==> src/rtl/srio_nwr_target.sv <==
// SRIO NWRITE/NWRITE_R target: strips the header, forwards the payload, checks length, and optionally responds.
// Define SRIO_TGT_RESP_EN to emit a response beat after NWRITE_R packets.
module srio_nwr_target #(
  parameter int unsigned CNT_W = 16
) (
  input  logic             log_clk,
  input  logic             log_rst,
  input  logic             treq_tvalid_in,
  output logic             treq_tready_o,
  input  logic             treq_tlast_in,
  input  logic [63:0]      treq_tdata_in,
  input  logic [7:0]       treq_tkeep_in,
  input  logic [31:0]      treq_tuser_in,
  output logic             tresp_tvalid_o,
  output logic             tresp_tlast_o,
  output logic [63:0]      tresp_tdata_o,
  output logic [7:0]       tresp_tkeep_o,
  output logic [31:0]      tresp_tuser_o,
  input  logic             tresp_tready_in,
  output logic             user_tvalid_o,
  output logic             user_tfirst_o,
  output logic             user_tlast_o,
  output logic [63:0]      user_tdata_o,
  output logic [7:0]       user_tkeep_o,
  input  logic             user_tready_in,
  output logic [33:0]      user_addr_o,
  output logic [15:0]      user_tsize_o,
  output logic [15:0]      user_src_id_o,
  output logic             len_err_o,
  output logic             unsup_o,
  output logic [CNT_W-1:0] pkt_cnt_o,
  output logic [CNT_W-1:0] err_cnt_o
);

  localparam logic [1:0] S_IDLE = 2'd0;
  localparam logic [1:0] S_DATA = 2'd1;
  localparam logic [1:0] S_DROP = 2'd2;
  localparam logic [1:0] S_RESP = 2'd3;

  logic [1:0]  state;
  logic [15:0] dest_id_r;
  logic [7:0]  tid_r;
  logic [1:0]  prio_r;
  logic        crf_r;
  logic        nwr_r_r;
  logic [4:0]  size_hi_r;
  logic        first_r;
  logic [5:0]  beat_cnt;

  logic       in_data;
  logic       treq_hs;
  logic [3:0] hdr_ftype;
  logic [3:0] hdr_ttype;
  logic       hdr_supported;
  logic [5:0] exp_beats;
  logic [5:0] rcv_beats;
  logic       goto_resp;

  assign hdr_ftype     = treq_tdata_in[55:52];
  assign hdr_ttype     = treq_tdata_in[51:48];
  assign hdr_supported = (hdr_ftype == 4'h5) && ((hdr_ttype == 4'h4) || (hdr_ttype == 4'h5));
  assign exp_beats     = {1'b0, size_hi_r} + 6'd1;
  assign rcv_beats     = beat_cnt + 6'd1;
  assign in_data       = (state == S_DATA);

  // Ready is forced low during reset even though state already reads IDLE.
  always_comb begin
    treq_tready_o = 1'b0;
    if (!log_rst) begin
      case (state)
        S_IDLE:  treq_tready_o = 1'b1;
        S_DATA:  treq_tready_o = user_tready_in;
        S_DROP:  treq_tready_o = 1'b1;
        default: treq_tready_o = 1'b0;
      endcase
    end
  end

  assign treq_hs       = treq_tvalid_in && treq_tready_o;
  assign user_tvalid_o = in_data && treq_tvalid_in;
  assign user_tfirst_o = user_tvalid_o && first_r;
  assign user_tlast_o  = user_tvalid_o && treq_tlast_in;
  assign user_tdata_o  = in_data ? treq_tdata_in : '0;
  assign user_tkeep_o  = in_data ? treq_tkeep_in : '0;

`ifdef SRIO_TGT_RESP_EN
  localparam logic RESP_EN = 1'b1;
  logic [1:0] resp_prio;
  assign resp_prio      = (prio_r == 2'd3) ? 2'd3 : prio_r + 2'd1;
  assign tresp_tvalid_o = (state == S_RESP);
  assign tresp_tlast_o  = tresp_tvalid_o;
  assign tresp_tdata_o  = {tid_r, 4'hD, 4'h0, 1'b0, resp_prio, crf_r, 44'h0};
  assign tresp_tkeep_o  = 8'hFF;
  assign tresp_tuser_o  = {dest_id_r, user_src_id_o};
  logic unused_bits;
  assign unused_bits = &{1'b0, treq_tdata_in[47], treq_tdata_in[35:34]};
`else
  localparam logic RESP_EN = 1'b0;
  assign tresp_tvalid_o = 1'b0;
  assign tresp_tlast_o  = 1'b0;
  assign tresp_tdata_o  = '0;
  assign tresp_tkeep_o  = '0;
  assign tresp_tuser_o  = '0;
  logic unused_bits;
  assign unused_bits = &{1'b0, treq_tdata_in[47], treq_tdata_in[35:34],
                         dest_id_r, tid_r, prio_r, crf_r, nwr_r_r};
`endif

  assign goto_resp = RESP_EN && nwr_r_r;

  always_ff @(posedge log_clk or posedge log_rst) begin
    if (log_rst) begin
      state         <= S_IDLE;
      user_addr_o   <= '0;
      user_tsize_o  <= '0;
      user_src_id_o <= '0;
      dest_id_r     <= '0;
      tid_r         <= '0;
      prio_r        <= '0;
      crf_r         <= 1'b0;
      nwr_r_r       <= 1'b0;
      size_hi_r     <= '0;
      first_r       <= 1'b0;
      beat_cnt      <= '0;
      len_err_o     <= 1'b0;
      unsup_o       <= 1'b0;
      pkt_cnt_o     <= '0;
      err_cnt_o     <= '0;
    end else begin
      len_err_o <= 1'b0;
      unsup_o   <= 1'b0;
      case (state)
        S_IDLE: if (treq_hs) begin
          if (!hdr_supported) begin
            unsup_o   <= 1'b1;
            err_cnt_o <= err_cnt_o + CNT_W'(1);
            if (!treq_tlast_in) state <= S_DROP;
          end else if (treq_tlast_in) begin
            len_err_o <= 1'b1;
            err_cnt_o <= err_cnt_o + CNT_W'(1);
          end else begin
            user_addr_o   <= treq_tdata_in[33:0];
            user_tsize_o  <= {8'h00, treq_tdata_in[43:36]} + 16'd1;
            user_src_id_o <= treq_tuser_in[31:16];
            dest_id_r     <= treq_tuser_in[15:0];
            tid_r         <= treq_tdata_in[63:56];
            prio_r        <= treq_tdata_in[46:45];
            crf_r         <= treq_tdata_in[44];
            nwr_r_r       <= (hdr_ttype == 4'h5);
            size_hi_r     <= treq_tdata_in[43:39];
            first_r       <= 1'b1;
            beat_cnt      <= '0;
            state         <= S_DATA;
          end
        end
        S_DATA: if (treq_hs) begin
          first_r  <= 1'b0;
          beat_cnt <= rcv_beats;
          if (treq_tlast_in) begin
            pkt_cnt_o <= pkt_cnt_o + CNT_W'(1);
            if (rcv_beats != exp_beats) begin
              len_err_o <= 1'b1;
              err_cnt_o <= err_cnt_o + CNT_W'(1);
            end
            state <= goto_resp ? S_RESP : S_IDLE;
          end
        end
        S_DROP: if (treq_hs && treq_tlast_in) state <= S_IDLE;
        S_RESP: if (tresp_tready_in) state <= S_IDLE;
        default: state <= S_IDLE;
      endcase
    end
  end

endmodule

==> config.mk <==
export PLATFORM = sky130hd
export DESIGN_NAME = srio_nwr_target
export DESIGN_NICKNAME = d
export VERILOG_FILES = /design/src/rtl/srio_nwr_target.sv
export SDC_FILE = /design/constraint.sdc
export NUM_CORES = 1
export LEC_CHECK = 0
export CAP_MARGIN = 40
export CORE_AREA = 8 8 145 147
export CTS_CLUSTER_SIZE = 40
export DETAILED_ROUTE_END_ITERATION = 10
export DIE_AREA = 0 0 153 155
export GPL_TIMING_DRIVEN = 0
export PLACE_DENSITY = 0.74
export SLEW_MARGIN = 10
export SYNTH_ARGS = -nofsm -noshare
export SYNTH_HDL_FRONTEND = slang
export SYNTH_SLANG_ARGS = --single-unit
==> constraint.sdc <==
create_clock -name log_clk -period 8.45 [get_ports log_clk]
set_input_delay 2.1125 -clock log_clk [delete_from_list [all_inputs] [get_ports log_clk]]
set_output_delay 2.1125 -clock log_clk [all_outputs]
set_load 0.1 [all_outputs]
==> flow_metrics.tcl <==
set metrics [dict create \
    status "finished clean" \
    drv_slew 0 \
    clk_latency_ps 350 \
    synth_top_family_by_area "buffers and inverters" \
    ys_seq_area_share_pct 43.6 \
    wl_per_cell_um 17.9 \
    crit_path_top_delay_cell "clkdlybuf4s50_1" \
    avgSynthCellArea_um2 10.8 \
    crit_arrival_ps 3700 \
    comb_power_share_pct 38.2 \
    numClockSinks 107 \
    power.total_w 0.00168 \
    antenna_found_initial 2 \
    critical_path.max_fanout 5 \
    grt_max_degree 75 \
    drive_gt1_share_pct 34.2 \
    critPathCaptureType "output port" \
    multi_input_area_mm2 0.00288 \
    nFillCells 1202 \
    cts-root-buf "clkbuf_16" \
    syn_area_mm2 0.00614 \
    cts_setup_buffers 0 \
    num_vias 5848 \
    grt_pass1_wl_um 38200 \
    skew_ps 8.20 \
    syn2layout_area_growth_pct 118 \
    min_path_type "register to register" \
    synth.area.top_cells "dfrtp_1 (44%), buf_4 (14%), mux2_2 (11%)" \
    yosysMostFrequentCell "buf_4" \
    track_usage_pct 20.7 \
    intPower_w 0.00103 \
    final-setup-viol-count 0 \
    p_per_area_mw_per_mm2 125 \
    hold_slack_ps 475 \
    swShare_pct 38.9 \
    yosysWarnings 0 \
    ys_top_cells_by_count "buf_4 (114), dfrtp_1 (107), and2_1 (76), mux2_2 (58), xnor2_1 (31)" \
    pwr-share-clk_pct 29.1 \
    synth_top_cell_by_area "dfrtp_1" \
    max_stage_delay_ps 590 \
    period_needed_ps 5810 \
    cts.repair.resized 0 \
    path_clk_slew_ps 70 \
    required_ps 6340 \
    rsz0062_at_grt "false" \
    cts.path.max_buffers 2 \
    crit_type "input port to output port" \
    dr.pass1.iters 4 \
    dieArea_mm2 0.0237 \
    max_freq_mhz 172 \
    io_buffers 261 \
    die_h_um 155 \
    startpoint_type "input port" \
    cpMostUsedCell "clkdlybuf4s50_1" \
    post-route-util_pct 70.8 \
    drv_cap 0 \
    initial_core_util_pct 32.4 \
    finalCritPeriodShare_pct 68.8 \
    worst_slew_pin_slew_ps 559 \
    ys_ff_latch 107 \
    grt_pass1_vias 6668 \
    ant_nets 0 \
    drtIter0Drc 208 \
    synthAdderAreaFrac_pct 1.02 \
    ctsHoldBuffers 0 \
    vdd_drop_max_mv 0.0867 \
    power.switching_w 0.000654 \
    p_leak_nw 6.35 \
    cts_max_level 3 \
    slew-limit-headroom_pct 62.5 \
    yosys.area_share.simple_pct 15.8 \
    via_per_inst 4.27 \
    syn_inst 571 \
    synth_enable_flop_cells 0 \
    grt_overflow 0 \
    setup_tns_ps 0 \
    wl_um 24500 \
    synth-compound-area-share_pct 4.87 \
    seqCellArea_mm2 0.00268 \
    synth.area.mux_share_pct 11.2 \
    core-area_mm2 0.0190 \
    place_congestion 0.778 \
    path_cells "clkdlybuf4s50_1 -> nand2_1 -> a21oi_1 -> clkdlybuf4s50_1 -> buf_16" \
    tritoncts "built" \
    hold_viol 0 \
    synthXorXnorAreaFrac_pct 7.05 \
    yosysTopAreaCellShare_pct 43.6 \
    ys.flop_type "dfrtp_1" \
    async_reset_ff_share_pct 100 \
    synth.distinct_cells 45 \
    die_width_um 153 \
    fin_nets 1240 \
    io-pin-count 392 \
    p_seq_share_pct 32.7 \
    num_rows 51 \
    numCtsBuffers 9 \
    dp_hpwl_um 20500 \
    post-route-drc-count 0 \
]
per-stage QoR:
stage	area (um2)	instances	worst slack (ps)
global placement	9470	1182	1580
global route	13400	1370	2530
CTS	13400	1368	2630
floorplan	6560	683	2700
finish	13400	1370	2640
detailed placement	13100	1352	2640
worst max-delay path: cells and delay by family:
kind,cells,cell delay [ps]
AO/OA/AOI/OAI,1,150
buffers and inverters,3,1350
AND/OR/NAND/NOR,1,80
sequential cells by signal, indices dropped and copies added (netlist names):
register and flops:
user_addr_o 34, err_cnt_o 16, pkt_cnt_o 16, user_src_id_o 16, user_tsize_o 9, beat_cnt 6, size_hi_r 5, state 2
first_r 1, len_err_o 1, unsup_o 1
layout by cell type, fill, tap and decap left out, types with 4 or more instances in the layout:
master             n
buf_2              7
ha_1               5
clkbuf_1          11
and2_1            76
mux2_2            58
buf_6              4
inv_1              8
buf_8             88
and3_1            16
xnor2_1           31
xor2_1            14
dfrtp_1          107
clkbuf_16          9
conb_1           113
buf_16            82
nand4_1            6
nand3_1           12
o211ai_2           7
o21ai_0           15
clkdlybuf4s50_1  261
a21oi_1            5
nor2_1            13
buf_4            114
nand2_1           22
power by group through the flow:
stage                     logic [W]  registers (W)  clock network, W
after detailed placement   0.000636       0.000558                 0
after global placement     0.000538       0.000556                 0
final                      0.000641       0.000549          0.000490
after floorplan            0.000327       0.000666                 0
after global routing       0.000660       0.000552          0.000522
after CTS                  0.000638       0.000549          0.000500
worst paths after layout:
| path | start | end | slack, ps | cells after the start |
|---|---|---|---|---|
| setup reg to reg | beat_cnt[0]$_DFFE_PP0P_ | err_cnt_o[1]$_DFFE_PP0P_ | 6130 | 7 |
| min in group asynchronous | log_rst | beat_cnt[0]$_DFFE_PP0P_ | 2260 | 2 |
| setup / recovery | user_tready_in | treq_tready_o | 2640 | 5 |
| max in group asynchronous | log_rst | user_src_id_o[2]$_DFFE_PP0P_ | 5520 | 3 |
| hold / removal | err_cnt_o[15]$_DFFE_PP0P_ | err_cnt_o[15]$_DFFE_PP0P_ | 470 | 1 |
| hold reg to reg | err_cnt_o[15]$_DFFE_PP0P_ | err_cnt_o[15]$_DFFE_PP0P_ | 470 | 1 |
layer usage:
metal | up-vias | routed length, um | share of wire, % | track usage [%]
met3 | 43 | 2140 | 8.7 | 7.79
met1 | 2761 | 8520 | 35 | 20.5
met4 | 0 | 765 | 3.1 | 9.10
met5 | - | 0 | 0 | 0
met2 | 267 | 13100 | 53 | 38.0
li1 | 2777 | - | - | -
kinds of logic after synthesis:
logic type,Yosys count
compound gates,42
xor+xnor,47
fa+ha+maj,5
buf+inv,145
flops,107
mux,60
other cells,1
simple gates,164
area by class of cell:
cell class	instances	share of cell area, %
repair buffers	431	46.2
inverters	9	0.289
diodes	2	0.0373
multi-input cells	431	21.4
plain buffers	136	7.29
flip-flops and latches	107	20.0
well taps	238	2.22
clock inverters	6	0.830
clock buffers	10	1.78
Power figures use the tool's default switching activity.
==> patch 1, RTL diff (same settings) <==
Register the output `err_cnt_o` once more, without a reset; this adds one clock of latency there. The other outputs are not delayed to match.
--- a/src/rtl/srio_nwr_target.sv
+++ b/src/rtl/srio_nwr_target.sv
@@ -36,6 +36,8 @@
   localparam logic [1:0] S_DATA = 2'd1;
   localparam logic [1:0] S_DROP = 2'd2;
   localparam logic [1:0] S_RESP = 2'd3;
+
+  logic [CNT_W-1:0] err_cnt_s0;
 
   logic [1:0]  state;
   logic [15:0] dest_id_r;
@@ -125,7 +127,7 @@
       len_err_o     <= 1'b0;
       unsup_o       <= 1'b0;
       pkt_cnt_o     <= '0;
-      err_cnt_o     <= '0;
+      err_cnt_s0    <= '0;
     end else begin
       len_err_o <= 1'b0;
       unsup_o   <= 1'b0;
@@ -133,11 +135,11 @@
         S_IDLE: if (treq_hs) begin
           if (!hdr_supported) begin
             unsup_o   <= 1'b1;
-            err_cnt_o <= err_cnt_o + CNT_W'(1);
+            err_cnt_s0 <= err_cnt_s0 + CNT_W'(1);
             if (!treq_tlast_in) state <= S_DROP;
           end else if (treq_tlast_in) begin
             len_err_o <= 1'b1;
-            err_cnt_o <= err_cnt_o + CNT_W'(1);
+            err_cnt_s0 <= err_cnt_s0 + CNT_W'(1);
           end else begin
             user_addr_o   <= treq_tdata_in[33:0];
             user_tsize_o  <= {8'h00, treq_tdata_in[43:36]} + 16'd1;
@@ -160,7 +162,7 @@
             pkt_cnt_o <= pkt_cnt_o + CNT_W'(1);
             if (rcv_beats != exp_beats) begin
               len_err_o <= 1'b1;
-              err_cnt_o <= err_cnt_o + CNT_W'(1);
+              err_cnt_s0 <= err_cnt_s0 + CNT_W'(1);
             end
             state <= goto_resp ? S_RESP : S_IDLE;
           end
@@ -172,5 +174,9 @@
     end
   end
 
+  always_ff @(posedge log_clk) begin
+    err_cnt_o <= err_cnt_s0;
+  end
+
 endmodule
 
Function: changed (a bounded check fails within 4 cycles, from zero or initial values and one cycle with log_rst high).
==> patch 1 against the unedited design <==
- highest routed layer unchanged
- routed wire length rose by 5.8%
- clock power grew 53%
- combinational power rose by 3.1%
- fmax is 5.4% lower
- power is 23% higher
- design area grew 2.9%
- sequential power is 19% higher
- register-to-register slack improved by 0.04 ns
- first-iteration DRC count down 23%
- synthesized area up 3.4%
- sequential cell count rose by 16
- setup slack got worse by 0.33 ns
- synthesized cell count rose by 1.1%
- utilization up 2.1 points
==> patch 1: results (changes against the unedited design) <==
Parameter                              Value

Synthesis
  Number of instances in the synthesized netlist ... 577 (+1.1%)
  Compound-Gate Fraction of Synth Area ... 0.0226 (-0.0260)
  Fraction of the yosys area taken by sequential cells ... 0.472 (+0.0360)
  Post-Synth XOR/XNOR Area ... 0.0695 (-0.000953)

GRT
  Met1 track utilization from global routing ... 0.213 (+0.00844)
  Global-route wire length before repair ... 39.9 mm (+4.5%)
  Global Route met3 Usage ... 0.0810 (+0.00305)
  Met2 Resource Use GR ... 0.412 (+0.0316)
  Overall global routing resource usage ... 0.218 (+0.0116)

Worst setup path
  Endpoint arrival time on the critical path ... 4.03 ns (+0.33 ns)
  Largest incremental delay on the critical path ... 0.67 ns (+0.08 ns)

Status
  Run status ... finished, final reports clean

Placed design
  Post-placement cell area ... 13,200 um2 (+1.1%)
  Global placement routability congestion ... 0.794 (+2.1%)
  Quantity of I/O buffers inserted on ports ... 262 (+0.38%)
  Detailed placement HPWL ... 21.5 mm (+4.9%)
  Number of placed instances with taps included ... 1,359 (+0.52%)

Hold path
  Hold-critical path depth ... 0 (-1)
  Origin of the worst min-delay path ... err_cnt_s0[15]$_DFFE_PP0P_
  Endpoint with the worst hold slack ... err_cnt_o[15]$_DFF_P_

STA
  Max Clock Skew ... 0.0175 ns (+0.00930 ns)
  Worst slew pin tran ... 0.807 ns (+0.248 ns)

Layout
  Share of cells above drive strength 1 ... 0.333 (-0.00855)
  Fill count ... 1,166 (-3.0%)

Routing
  Post-detailed-routing wire length ... 25.9 mm (+5.8%)
[patch 1: worst max-delay path, delay by kind of cell]
family	cells	cell delay (ns)
simple gates	1	0.07
buf+inv	3	1.39
compound gates	1	0.45
[patch 1: power breakdown]
| part | internal (mW) | switching (mW) | leakage [nW] |
|---|---|---|---|
| registers | 0.624 | 0.0288 | 1.59 |
| clock network | 0.478 | 0.270 | 0.293 |
| logic | 0.207 | 0.453 | 4.65 |
[patch 1: area by class of cell]
type                    instances  area, um2  share of cell area
diodes                          1       2.50            0.000181
clock inverters                11        143              0.0103
multi-input cells             430       2790               0.202
inverters                       4       20.0             0.00145
well taps                     238        298              0.0216
flip-flops and latches        123       3000               0.217
repair buffers                432       6130               0.444
clock buffers                  21        460              0.0333
plain buffers                 132        976              0.0707
==> patch 2, RTL diff (config.mk and constraints unchanged) <==
Made on the original files. `CNT_W`: 16 -> 14.
--- a/src/rtl/srio_nwr_target.sv
+++ b/src/rtl/srio_nwr_target.sv
@@ -1,7 +1,7 @@
 // SRIO NWRITE/NWRITE_R target: strips the header, forwards the payload, checks length, and optionally responds.
 // Define SRIO_TGT_RESP_EN to emit a response beat after NWRITE_R packets.
 module srio_nwr_target #(
-  parameter int unsigned CNT_W = 16
+  parameter int unsigned CNT_W = 14
 ) (
   input  logic             log_clk,
   input  logic             log_rst,
Interface: changed (resized err_cnt_o and pkt_cnt_o); port bits go from 392 to 388. No check against the original RTL was run, so the function may have changed too.
==> patch 2 against the unedited design <==
- sequential cell count fell by 4
- worst hold slack worse by 0.0025 ns
- critical path depth unchanged
- register-to-register slack gained 0.03 ns
- setup slack worse by 0.063 ns
- routed wire length is 0.78% lower
- synthesized cell count down 3.2%
- synthesized area fell by 4.7%
- utilization is 2.7 points lower
- design area fell by 3.8%
- fmax fell by 1.1%
- first-iteration DRC count fell by 33%
- global-route usage down 0.35 points
Power is not compared: it rests on default switching activity, and its combinational part moved more than twofold at a synthesized area within 25%.
==> patch 2: results (changes against the unedited design) <==
Parameter                              Value

Status
  Run status ... finished, final reports clean

Synthesis
  Fraction of the yosys area taken by sequential cells ... 0.440 (+0.00442)
  Async set-reset flop share out of synthesis ... 1.00 (unchanged)
  Post-synthesis cell type count ... 44 (-2.2%)
  Top cells by area, synth ... sky130_fd_sc_hd__dfrtp_1 (44%), sky130_fd_sc_hd__buf_4 (15%), sky130_fd_sc_hd__mux2_2 (11%)
  Ranking of synthesized cells by instance count ... sky130_fd_sc_hd__buf_4 (115), sky130_fd_sc_hd__dfrtp_1 (103), sky130_fd_sc_hd__and2_1 (75)
  Avg Inst Size Synth ... 10.6 um2 (-1.6%)

Placed design
  Detailed placement HPWL ... 20.4 mm (-0.52%)
  Global placement routability congestion ... 0.813 (+4.6%)
  Quantity of I/O buffers inserted on ports ... 258 (-1.1%)
  Post-placement cell area ... 12,600 um2 (-3.6%)

Layout
  Final Net Count ... 1,215 (-2.0%)
  Number of non-filler instances in the completed layout ... 1,343 (-2.0%)
  Total inserted antenna cells ... 0 (-2)
  Share of cells above drive strength 1 ... 0.339 (-0.00223)

GRT
  Global Route met3 Usage ... 0.0671 (-0.0108)
  Met2 Resource Use GR ... 0.378 (-0.00192)
  Global-route wire length before repair ... 37.2 mm (-2.5%)
  Overall global routing resource usage ... 0.203 (-0.00348)
  Largest net degree at the start of global routing ... 86 (+15%)
  Number of antenna violations at the first check in global routing ... 0 (-2)
  Vias in the first global route ... 6,478 (-2.8%)
  Met1 track utilization from global routing ... 0.202 (-0.00312)

Worst setup path
  Register-to-Register Setup Slack ... 6.16 ns (+0.03 ns)
  Maximum fanout along the worst path ... 4 (-1)

STA
  Fraction of the cycle the final worst path needs ... 0.695 (+0.00743)
  Relative max-transition margin ... 0.521 (-0.103)
  Max Clock Skew ... 0.0131 ns (+0.00495 ns)

Routing
  Met2 WL ... 13.0 mm (-0.60%)
  Post-detailed-routing wire length ... 24.3 mm (-0.78%)
  DRT met1 WL ... 8.42 mm (-1.2%)
  Via Count ... 5,737 (-1.9%)
  Routed length on met3 ... 2.01 mm (-6.2%)
  Detailed Route Iter0 Violations ... 139 (-33%)
## patch 2: logic make-up (layout without fill, tap and decap cells)
group | count (synthesis) | in the layout | share of synthesized area
muxes | 58 | 58 | 0.112
xor gates and xnor gates | 44 | 44 | 0.0682
AOI/OAI and AO/OA | 27 | 27 | 0.0246
other | 1 | 113 | 0.000641
and+or+nand+nor | 176 | 176 | 0.179
DFF | 103 | 103 | 0.440
buffers and inverters | 139 | 579 | 0.165
adders and majority gates | 5 | 5 | 0.0107
## patch 2: worst min path at each step
stage	start	to	slack, ns	cells past startpoint
2_1_floorplan	beat_cnt[5]$_DFFE_PP0P_	beat_cnt[5]$_DFFE_PP0P_	0.45	1
3_3_place_gp	err_cnt_o[13]$_DFFE_PP0P_	err_cnt_o[13]$_DFFE_PP0P_	0.46	1
3_5_place_dp	err_cnt_o[13]$_DFFE_PP0P_	err_cnt_o[13]$_DFFE_PP0P_	0.46	1
4_1_cts	pkt_cnt_o[13]$_DFFE_PP0P_	pkt_cnt_o[13]$_DFFE_PP0P_	0.48	1
5_1_grt	pkt_cnt_o[13]$_DFFE_PP0P_	pkt_cnt_o[13]$_DFFE_PP0P_	0.48	1
6_report	pkt_cnt_o[13]$_DFFE_PP0P_	pkt_cnt_o[13]$_DFFE_PP0P_	0.47	1
## patch 2: power by group
group          leakage (nW)  switching (mW)  internal (mW)
sequential             1.41          0.0424          0.531
combinational          4.53            1.22          0.638
clock                 0.145           0.197          0.239
## patch 2: final cells by class
class | count | area, um2
fillers | 1244 | 6050
plain buffers | 131 | 938
inverters | 8 | 35.0
flip-flops and latches | 103 | 2580
multi-input cells | 423 | 2730
clock inverters | 6 | 67.6
well taps | 238 | 298
clock buffers | 10 | 239
repair buffers | 424 | 6010
